===== src/rtl/sys_array_sequencer.sv =====
// Command initiator for sys_array_wrapper: on a go rising edge it issues the
// load_params/start_comp strobes, waits out the compute time and captures hex_in.
module sys_array_sequencer #(
    parameter int DATA_WIDTH   = 8,
    parameter int ARRAY_W      = 4,
    parameter int ARRAY_L      = 4,
    parameter int CLOCK_DIVIDE = 2,
    parameter int PULSE_LEN    = CLOCK_DIVIDE,
    parameter int LOAD_GAP     = 1,
    parameter int COMP_WAIT    = (2 * ARRAY_W + ARRAY_L + 2) * CLOCK_DIVIDE
) (
    input  logic                      clk,
    input  logic                      reset_n,
    input  logic                      go,
    input  logic [4*DATA_WIDTH-1:0]   hex_in,
    output logic                      load_params,
    output logic                      start_comp,
    output logic                      busy,
    output logic [4*DATA_WIDTH-1:0]   result,
    output logic                      result_valid
);

    localparam int MAX_PG   = (PULSE_LEN > LOAD_GAP) ? PULSE_LEN : LOAD_GAP;
    localparam int MAX_ALL  = (MAX_PG > COMP_WAIT) ? MAX_PG : COMP_WAIT;
    localparam int CW       = $clog2(MAX_ALL + 1);

    localparam logic [CW-1:0] CNT_PULSE = CW'(PULSE_LEN - 1);
    localparam logic [CW-1:0] CNT_GAP   = CW'(LOAD_GAP - 1);
    localparam logic [CW-1:0] CNT_WAIT  = CW'(COMP_WAIT - 1);
    localparam logic [CW-1:0] CNT_ONE   = CW'(1);
    localparam logic [CW-1:0] CNT_ZERO  = CW'(0);

    typedef enum logic [2:0] {
        IDLE    = 3'd0,
        LOAD    = 3'd1,
        GAP     = 3'd2,
        START   = 3'd3,
        CWAIT   = 3'd4,
        CAPTURE = 3'd5
    } state_t;

    state_t          state;
    logic [CW-1:0]   cnt;
    logic            go_q;

    // Sequencer FSM; every output is set from the state being entered (Moore, registered).
    always_ff @(posedge clk) begin
        if (!reset_n) begin
            state        <= IDLE;
            cnt          <= CNT_ZERO;
            go_q         <= 1'b1;
            load_params  <= 1'b0;
            start_comp   <= 1'b0;
            busy         <= 1'b0;
            result       <= '0;
            result_valid <= 1'b0;
        end else begin
            go_q         <= go;
            result_valid <= 1'b0;
            case (state)
                IDLE: begin
                    if (go && !go_q) begin
                        state       <= LOAD;
                        cnt         <= CNT_PULSE;
                        load_params <= 1'b1;
                        busy        <= 1'b1;
                    end else begin
                        state       <= IDLE;
                    end
                end
                LOAD: begin
                    if (cnt == CNT_ZERO) begin
                        state       <= GAP;
                        cnt         <= CNT_GAP;
                        load_params <= 1'b0;
                    end else begin
                        cnt         <= cnt - CNT_ONE;
                    end
                end
                GAP: begin
                    if (cnt == CNT_ZERO) begin
                        state       <= START;
                        cnt         <= CNT_PULSE;
                        start_comp  <= 1'b1;
                    end else begin
                        cnt         <= cnt - CNT_ONE;
                    end
                end
                START: begin
                    if (cnt == CNT_ZERO) begin
                        state       <= CWAIT;
                        cnt         <= CNT_WAIT;
                        start_comp  <= 1'b0;
                    end else begin
                        cnt         <= cnt - CNT_ONE;
                    end
                end
                CWAIT: begin
                    // The wrapper has no done flag, so the result is taken purely on time.
                    if (cnt == CNT_ZERO) begin
                        state        <= CAPTURE;
                        result       <= hex_in;
                        result_valid <= 1'b1;
                    end else begin
                        cnt          <= cnt - CNT_ONE;
                    end
                end
                CAPTURE: begin
                    state <= IDLE;
                    busy  <= 1'b0;
                end
                default: begin
                    state       <= IDLE;
                    cnt         <= CNT_ZERO;
                    load_params <= 1'b0;
                    start_comp  <= 1'b0;
                    busy        <= 1'b0;
                end
            endcase
        end
    end

endmodule


===== config.mk =====
export PLATFORM = sky130hd
export DESIGN_NAME = sys_array_sequencer
export DESIGN_NICKNAME = d
export VERILOG_FILES = /design/src/rtl/sys_array_sequencer.sv
export SDC_FILE = /design/constraint.sdc
export NUM_CORES = 1
export LEC_CHECK = 0
export ABC_AREA = 1
export CAP_MARGIN = 0
export CORE_MARGIN = 2
export CORE_UTILIZATION = 47
export DETAILED_ROUTE_END_ITERATION = 10
export PLACE_DENSITY = 0.85
export SKIP_CTS_REPAIR_TIMING = 1
export SLEW_MARGIN = 20
export SYNTH_ARGS = -nofsm -noshare
export SYNTH_HDL_FRONTEND = slang
export SYNTH_SLANG_ARGS = --single-unit

===== constraint.sdc =====
create_clock -name clk -period 2.5 [get_ports clk]
set_input_delay 0.75 -clock clk [delete_from_list [all_inputs] [get_ports clk]]
set_output_delay 0.75 -clock clk [all_outputs]
set_load 0.02 [all_outputs]

==> results by group, run 1 <==
Run status
  • Status: finished, final reports clean

Worst setup path
  • Crit. path cell count: 1
  • Largest stage delay on the critical path: 0.62 ns
  • R2R setup slack: roughly 0.58 ns
  • Req. time, crit path: about 1.8 ns
  • Slowest-stage cell, CP: clkdlybuf4s50_1
  • Crit-path max FO: 2
  • Worst EP arrival: 1.26 ns
  • Crit-path leading delay family: buffers and inverters
  • Cell chain of the critical path: clkdlybuf4s50_1
  • CP bufs+invs: 1
  • Setup crit end kind: output pin
  • Critical path class: reg -> out
  • Type of origin of the critical path: register
  • Reg2reg start: cnt[0]
  • FF-to-FF End: cnt[3]
  • Reg2reg path depth: 9

Finish
  • Share of layout cells above drive strength 1: under 10%
  • Area Overhead vs Synth: 42.18%
  • Final nets: about 360
  • Final core utilization: 71.09%
  • Fillcell total: about 320
  • Design Area, Final: between 2000 and 3000 sq um
  • ANT cells: 0
  • Finished Layout Cells: around 370

Clock tree
  • CTS Buf Count: 5
  • Clk Latency, worst-skew pair: roughly 0.30 ns
  • Sinks on Clock Net: 45
  • CTS tree: done
  • CTS H-Tree Depth: 2
  • Clk buf depth: 2
  • Root buf cell: clkbuf_8
  • CTS clock-pin slew for the worst setup and hold paths: ~0.080 ns

Power and ir drop
  • Total power draw: 2.023 mW
  • PD cells: between 700 and 800 nW/um^2
  • Leakage Power: about 1.1 nW
  • Max VDD drop: between 0.4 and 0.5 mV

Drt
  • Initial drt markers: 108
  • Vias: 1846
  • Via/cell ratio: between 4 and 5
  • # DRC: 0
  • Wire length per cell: 11.85 microns
  • Antenna viol nets, final: 0
  • Pre-antenna DRT Iters: 4
  • Post-Route WL: roughly 4.4 mm

Die
  • DIE HEIGHT: 67.11 microns
  • Row cnt: 22
  • Chip width: 67.11 microns
  • Die area: ~4500 sq um
  • Core ar.: roughly 3700 sq um
  • I/O pin cnt: slightly above 70
  • Initial Util: between 50% and 60%

Timing
  • RSZ-0062 raised after global routing: no
  • # setup viols final: 0
  • Fmax: between 0.4 and 0.5 GHz
  • Final Max Slew Viols: 0
  • Min Tclk post-route: 2.009 ns
  • Relative slew slack: a little under two thirds
  • Fin worst setup slack: 0.4906 ns
  • Setup Skew: a little under 0.004 ns
  • Final hold slack: about 0.47 ns
  • Tcrit/Tclk final: between 80 and 90%
  • Final hold viol count: 0
  • Setup TNS: 0 ns
  • Pin slew with the least headroom to its limit: approximately 0.54 ns

GRT
  • Largest net degree at the start of global routing: 34
  • Global-route wire length before repair: between 7 and 8 mm
  • Initial antenna violation count: 0
  • Vias in the first global route: 1822
  • Tot GR Track Use: about 22%
  • GRT overflow: 0

Synthesis
  • Synth Warn #: 0
  • Synth Area per Inst: approximately 7.3 sq um
  • Leading area contributor after synthesis: dfxtp_1
  • Synthesized flop and latch total: 45
  • Cells after Synth: around 260
  • Synth cell types: 23
  • Top cell type's share of synthesized area: between 40% and 50%
  • Post-synthesis sequential area ratio: about half
  • Area of the mapped netlist: roughly 1900 sq um
  • Post-synth EDFFs: 0
  • Synth cell count leaders: nor2_1, dfxtp_1, nand2_1, o21ai_0, inv_1
  • Synth async-reset ratio: 0%
  • Main flop type after synthesis: dfxtp_1
  • Largest cells by area after synthesis: dfxtp_1, nor2_1, nand2_1, o21ai_0, a21oi_1
  • Most frequent cell after synthesis: nor2_1
  • Mapped Nets: approximately 290

Hold path
  • Hold EP: start_comp
  • HP Start: start_comp
  • Worst min path class: reg -> reg
  • Worst hold path depth: 2

Placed design
  • PortBufs: 70
  • DP Cell Count: about 360
  • Final RePlAce weighted congestion: about 0.9
  • HPWL Detailed: slightly above 3 mm
  • Pre-CTS worst setup slack: ~0.55 ns
  • Placed cell areas: ~2600 sq um

Flow run
  • Max-cap violations: 0
[cell type report]
cell class / count / area [sq um] / share of cell area [%]
Sequential cell: 45 / 900.9 / 33.85
Multi-Input combinational cell: 181 / 819.5 / 30.79
Timing Repair Buffer: 72 / 715.7 / 26.89
Clock buffer: 7 / 96.34 / 3.620
Inverter: 17 / 63.81 / 2.398
Tap cell: 48 / 60.06 / 2.257
Clock inverter: 1 / 5.005 / 0.1881
[layer usage]
| layer | vias up | wire [microns] | track usage (%) |
|---|---|---|---|
| met4 | 0 | 104 | 10.97 |
| met2 | 61 | 2014 | 36.01 |
| li1 | 936 | - | - |
| met1 | 840 | 1894 | 25.23 |
| met5 | - | 0 | 0 |
| met3 | 9 | 382 | 8.615 |
[how the worst max path moves through the flow]
stage | start | to | slack (ns)
3_5_place_dp | go | cnt[3] | 0.55
3_3_place_gp | go | cnt[2] | 0.58
5_1_grt | cnt[0] | cnt[0] | 0.39
2_1_floorplan | cnt[0] | load_params | 1.12
6_report | result[3] | result[3] | 0.49
4_1_cts | result[5] | result[5] | 0.48
[power by group]
group | switching [mW] | total (mW) | internal, mW
combinational | 0.418 | 0.691 | 0.273
clock | 0.240 | 0.489 | 0.250
sequential | 0.0606 | 0.843 | 0.782
[kinds of logic after synthesis]
kind of cell             count (synthesis)  share of synthesized area (%)
AND/OR/NAND/NOR                        132                          30.08
AO/OA/AOI/OAI                           48                          13.03
flip-flops                              45                          48.13
buffers and inverters                   29                          8.087
adder cells (fa/ha/maj)                  1                         0.6683
[layout by cell type (no fill, tap or decap)]
cell / count
clkinv_2: 1
buf_4: 2
nand2_2: 3
nand3_1: 9
a21oi_1: 11
or2_2: 1
o21ai_0: 30
a21oi_2: 1
clkdlybuf4s50_1: 70
inv_1: 12
nor2_2: 1
clkbuf_8: 7
nor2_8: 1
dfxtp_1: 45
nand4_1: 1
o21ai_1: 6
nand3b_2: 1
nor2_1: 70
ha_1: 1
nor2_4: 2
or2_0: 1
nand2_1: 42
inv_2: 5
[state kept, by name (all words and copies together), names as in the netlist]
| register | flops |
|---|---|
| go_q | 1 |
| result_valid | 1 |
| state | 3 |
| busy | 1 |
| start_comp | 1 |
| result | 32 |
| load_params | 1 |
| cnt | 5 |
Note: power is estimated with default switching activity, not from simulation.
==> run 2: changes to the inputs <==
--- a/config.mk
+++ b/config.mk
@@ -8,9 +8,9 @@
 export ABC_AREA = 1
 export CAP_MARGIN = 0
 export CORE_MARGIN = 2
-export CORE_UTILIZATION = 47
+export CORE_UTILIZATION = 39
 export DETAILED_ROUTE_END_ITERATION = 10
-export PLACE_DENSITY = 0.85
+export PLACE_DENSITY = 0.75
 export SKIP_CTS_REPAIR_TIMING = 1
 export SLEW_MARGIN = 20
 export SYNTH_ARGS = -nofsm -noshare
==> constraint.sdc (replaced) <==
create_clock -name clk -period 1.8 [get_ports clk]
set_input_delay 0.54 -clock clk [delete_from_list [all_inputs] [get_ports clk]]
set_output_delay 0.54 -clock clk [all_outputs]
set_load 0.02 [all_outputs]
==> results by group, run 2 (synthesis results as in run 1) <==
Timing
  • Setup Skew: 0.004422 ns (+0.0004589 ns)
  • Final Max Slew Viols: 0 (unchanged)
  • Tcrit/Tclk final: a little over nine tenths
  • Final hold slack: 0.4742 ns (+0.001718 ns)
  • Final hold viol count: 0 (unchanged)
  • Fmax: 0.5674 GHz
  • # setup viols final: 0 (unchanged)
  • Min Tclk post-route: around 1.8 ns
  • Relative slew slack: 78.12% (+14 points)
  • Fin worst setup slack: 0.03768 ns (-0.4530 ns)
  • RSZ-0062 raised after global routing: no
  • Pin slew with the least headroom to its limit: 0.3282 ns (-0.2140 ns)

Worst setup path
  • Req. time, crit path: 1.26 ns (-0.49 ns)
  • Worst EP arrival: 1.22 ns (-0.04 ns)
  • Type of origin of the critical path: register
  • Critical path class: reg -> out
  • Cell chain of the critical path: clkdlybuf4s50_1
  • CP bufs+invs: 1 (unchanged)
  • Setup crit end kind: output pin
  • Crit-path leading delay family: buffers and inverters
  • Largest stage delay on the critical path: 0.60 ns (-0.02 ns)
  • R2R setup slack: 0.16 ns (-0.42 ns)
  • Crit-path max FO: 2 (unchanged)
  • Slowest-stage cell, CP: clkdlybuf4s50_1

Flow run
  • Max-cap violations: 0 (unchanged)

Finish
  • Commonest non-fill, non-tap cell in the layout: nor2_1
  • Multi-input logic area: 828.3 sq um (+1.1%)
  • Most frequent cells in the layout: nor2_1, dfxtp_1, nand2_1
  • Register area: 900.9 sq um (unchanged)
  • Biggest register: result
  • Share of layout cells above drive strength 1: 7.975% (+0.24 points)
  • ANT cells: 0 (unchanged)
  • Design Area, Final: 2774 sq um (+4.2%)
  • Largest regs: result: 32 flops, cnt: 5 flops, state: 3 flops
  • Final nets: 361 (+0.84%)
  • Fillcell total: 419 (+31%)
  • Max FFs per register: 32 (unchanged)
  • Final core utilization: 59.52% (-12 points)
  • Area Overhead vs Synth: 48.20%

Clock tree
  • Clk Latency, worst-skew pair: 0.29 ns (about the same)
  • Sinks on Clock Net: 45 (unchanged)
  • CTS H-Tree Depth: 2 (unchanged)
  • Clk buf depth: 2 (unchanged)
  • CTS clock-pin slew for the worst setup and hold paths: 0.08 ns (about the same)
  • Root buf cell: clkbuf_8
  • CTS tree: done
  • CTS Buf Count: 5 (unchanged)

Die
  • Chip width: 73.28 microns (+9.2%)
  • Core ar.: 4661 sq um (+24%)
  • I/O pin cnt: 71 (unchanged)
  • Die area: 5370 sq um (+19%)
  • Row cnt: 25 (+14%)
  • Initial Util: 40.16% (-9.8 points)
  • DIE HEIGHT: 73.28 microns (+9.2%)

Power and ir drop
  • Clock Power Share: 21.7% (-2.5 points)
  • PD cells: 996.0 nW/um^2 (+31%)
  • Max VDD drop: 0.5102 mV (+21%)
  • Internal Pwr Total: 1.765 mW (+35%)
  • Leakage Power: 1.783 nW (+56%)
  • Sw frac: 36.11% (+0.62 points)
  • Combinational power share: 35.9% (+1.8 points)
  • Flop pwr share: 42.4% (+0.7 points)
  • P_sw: 0.9977 mW (+39%)

Placed design
  • Pre-CTS worst setup slack: 0.05441 ns (-0.4924 ns)
  • Placed cell areas: 2590 sq um (+1.2%)
  • HPWL Detailed: 3.108 mm (+2.8%)
  • PortBufs: 70 (unchanged)
  • Final RePlAce weighted congestion: 0.8475 (-5.2%)

Drt
  • Wire length per cell: 11.69 microns (-1.3%)
  • Pre-antenna DRT Iters: 4 (unchanged)
  • # DRC: 0 (unchanged)
  • Via/cell ratio: 4.718 (-5.2%)
  • Post-Route WL: 4.444 mm (+1.1%)
  • Initial drt markers: 85 (-21%)
  • Antenna viol nets, final: 0 (unchanged)
  • Vias: 1793 (-2.9%)

GRT
  • Vias in the first global route: 1682 (-7.7%)
  • Tot GR Track Use: 16.94% (-5.2 points)
  • GRT overflow: 0 (unchanged)
  • Global-route wire length before repair: 7.169 mm (-4.8%)
  • Initial antenna violation count: 0 (unchanged)
  • Largest net degree at the start of global routing: 34 (unchanged)

Hold path
  • Worst min path class: reg -> reg

Run status
  • Status: finished, final reports clean
## run 2: cell types whose count changed in the layout (fill, tap and decap cells not counted)
cell	previous run	this run
inv_2	5	4
nand3b_2	1	0
inv_4	0	1
clkdlybuf4s50_1	70	36
clkinvlp_4	0	1
clkbuf_1	0	2
clkinv_2	1	0
buf_4	2	4
nand3b_4	0	1
dlymetal6s2s_1	0	34
clkbuf_8	7	5
buf_6	0	1
## run 2: routing by layer
metal  vias to the layer above  global-route usage (%)  wire, microns
met5                         -                       0              0
met3                         5                   7.545            270
met2                        47                   27.83           2108
met1                       799                   20.69           2036
li1                        942                       -              -
met4                         0                   3.086             29
## run 2: through the flow
stage / std cells / power (mW) / setup TNS (ns)
2_1_floorplan: 255 / 1.906 / 0
3_3_place_gp: 372 / 2.158 / 0
3_5_place_dp: 372 / 2.175 / 0
4_1_cts: 380 / 2.771 / -0.005648
5_1_grt: 380 / 2.975 / 0
6_report: 380 / 2.763 / 0
## run 2: path summary, 6_finish.rpt
kind                             startpoint           to  cells past startpoint
worst max-delay path            load_params  load_params                      1
worst min-delay path             start_comp   start_comp                      2
worst max register to register       cnt[0]   result[17]                      7
worst min register to register   start_comp   start_comp                      2
## run 2: power groups by stage
stage	sequential, mW	clock (mW)	combinational (mW)
global placement	1.19	0	0.967
detailed placement	1.19	0	0.982
floorplan	1.21	0	0.693
CTS	1.17	0.615	0.984
global route	1.18	0.676	1.12
finish	1.17	0.600	0.992
## run 2: cell type report
class	instances	share of cell area, %
clock buffers	7	2.751
clock inverters	1	0.2706
inverters	17	2.391
multi-input cells	181	29.86
flip-flops and latches	45	32.48
well taps	54	2.436
repair buffers	75	29.82
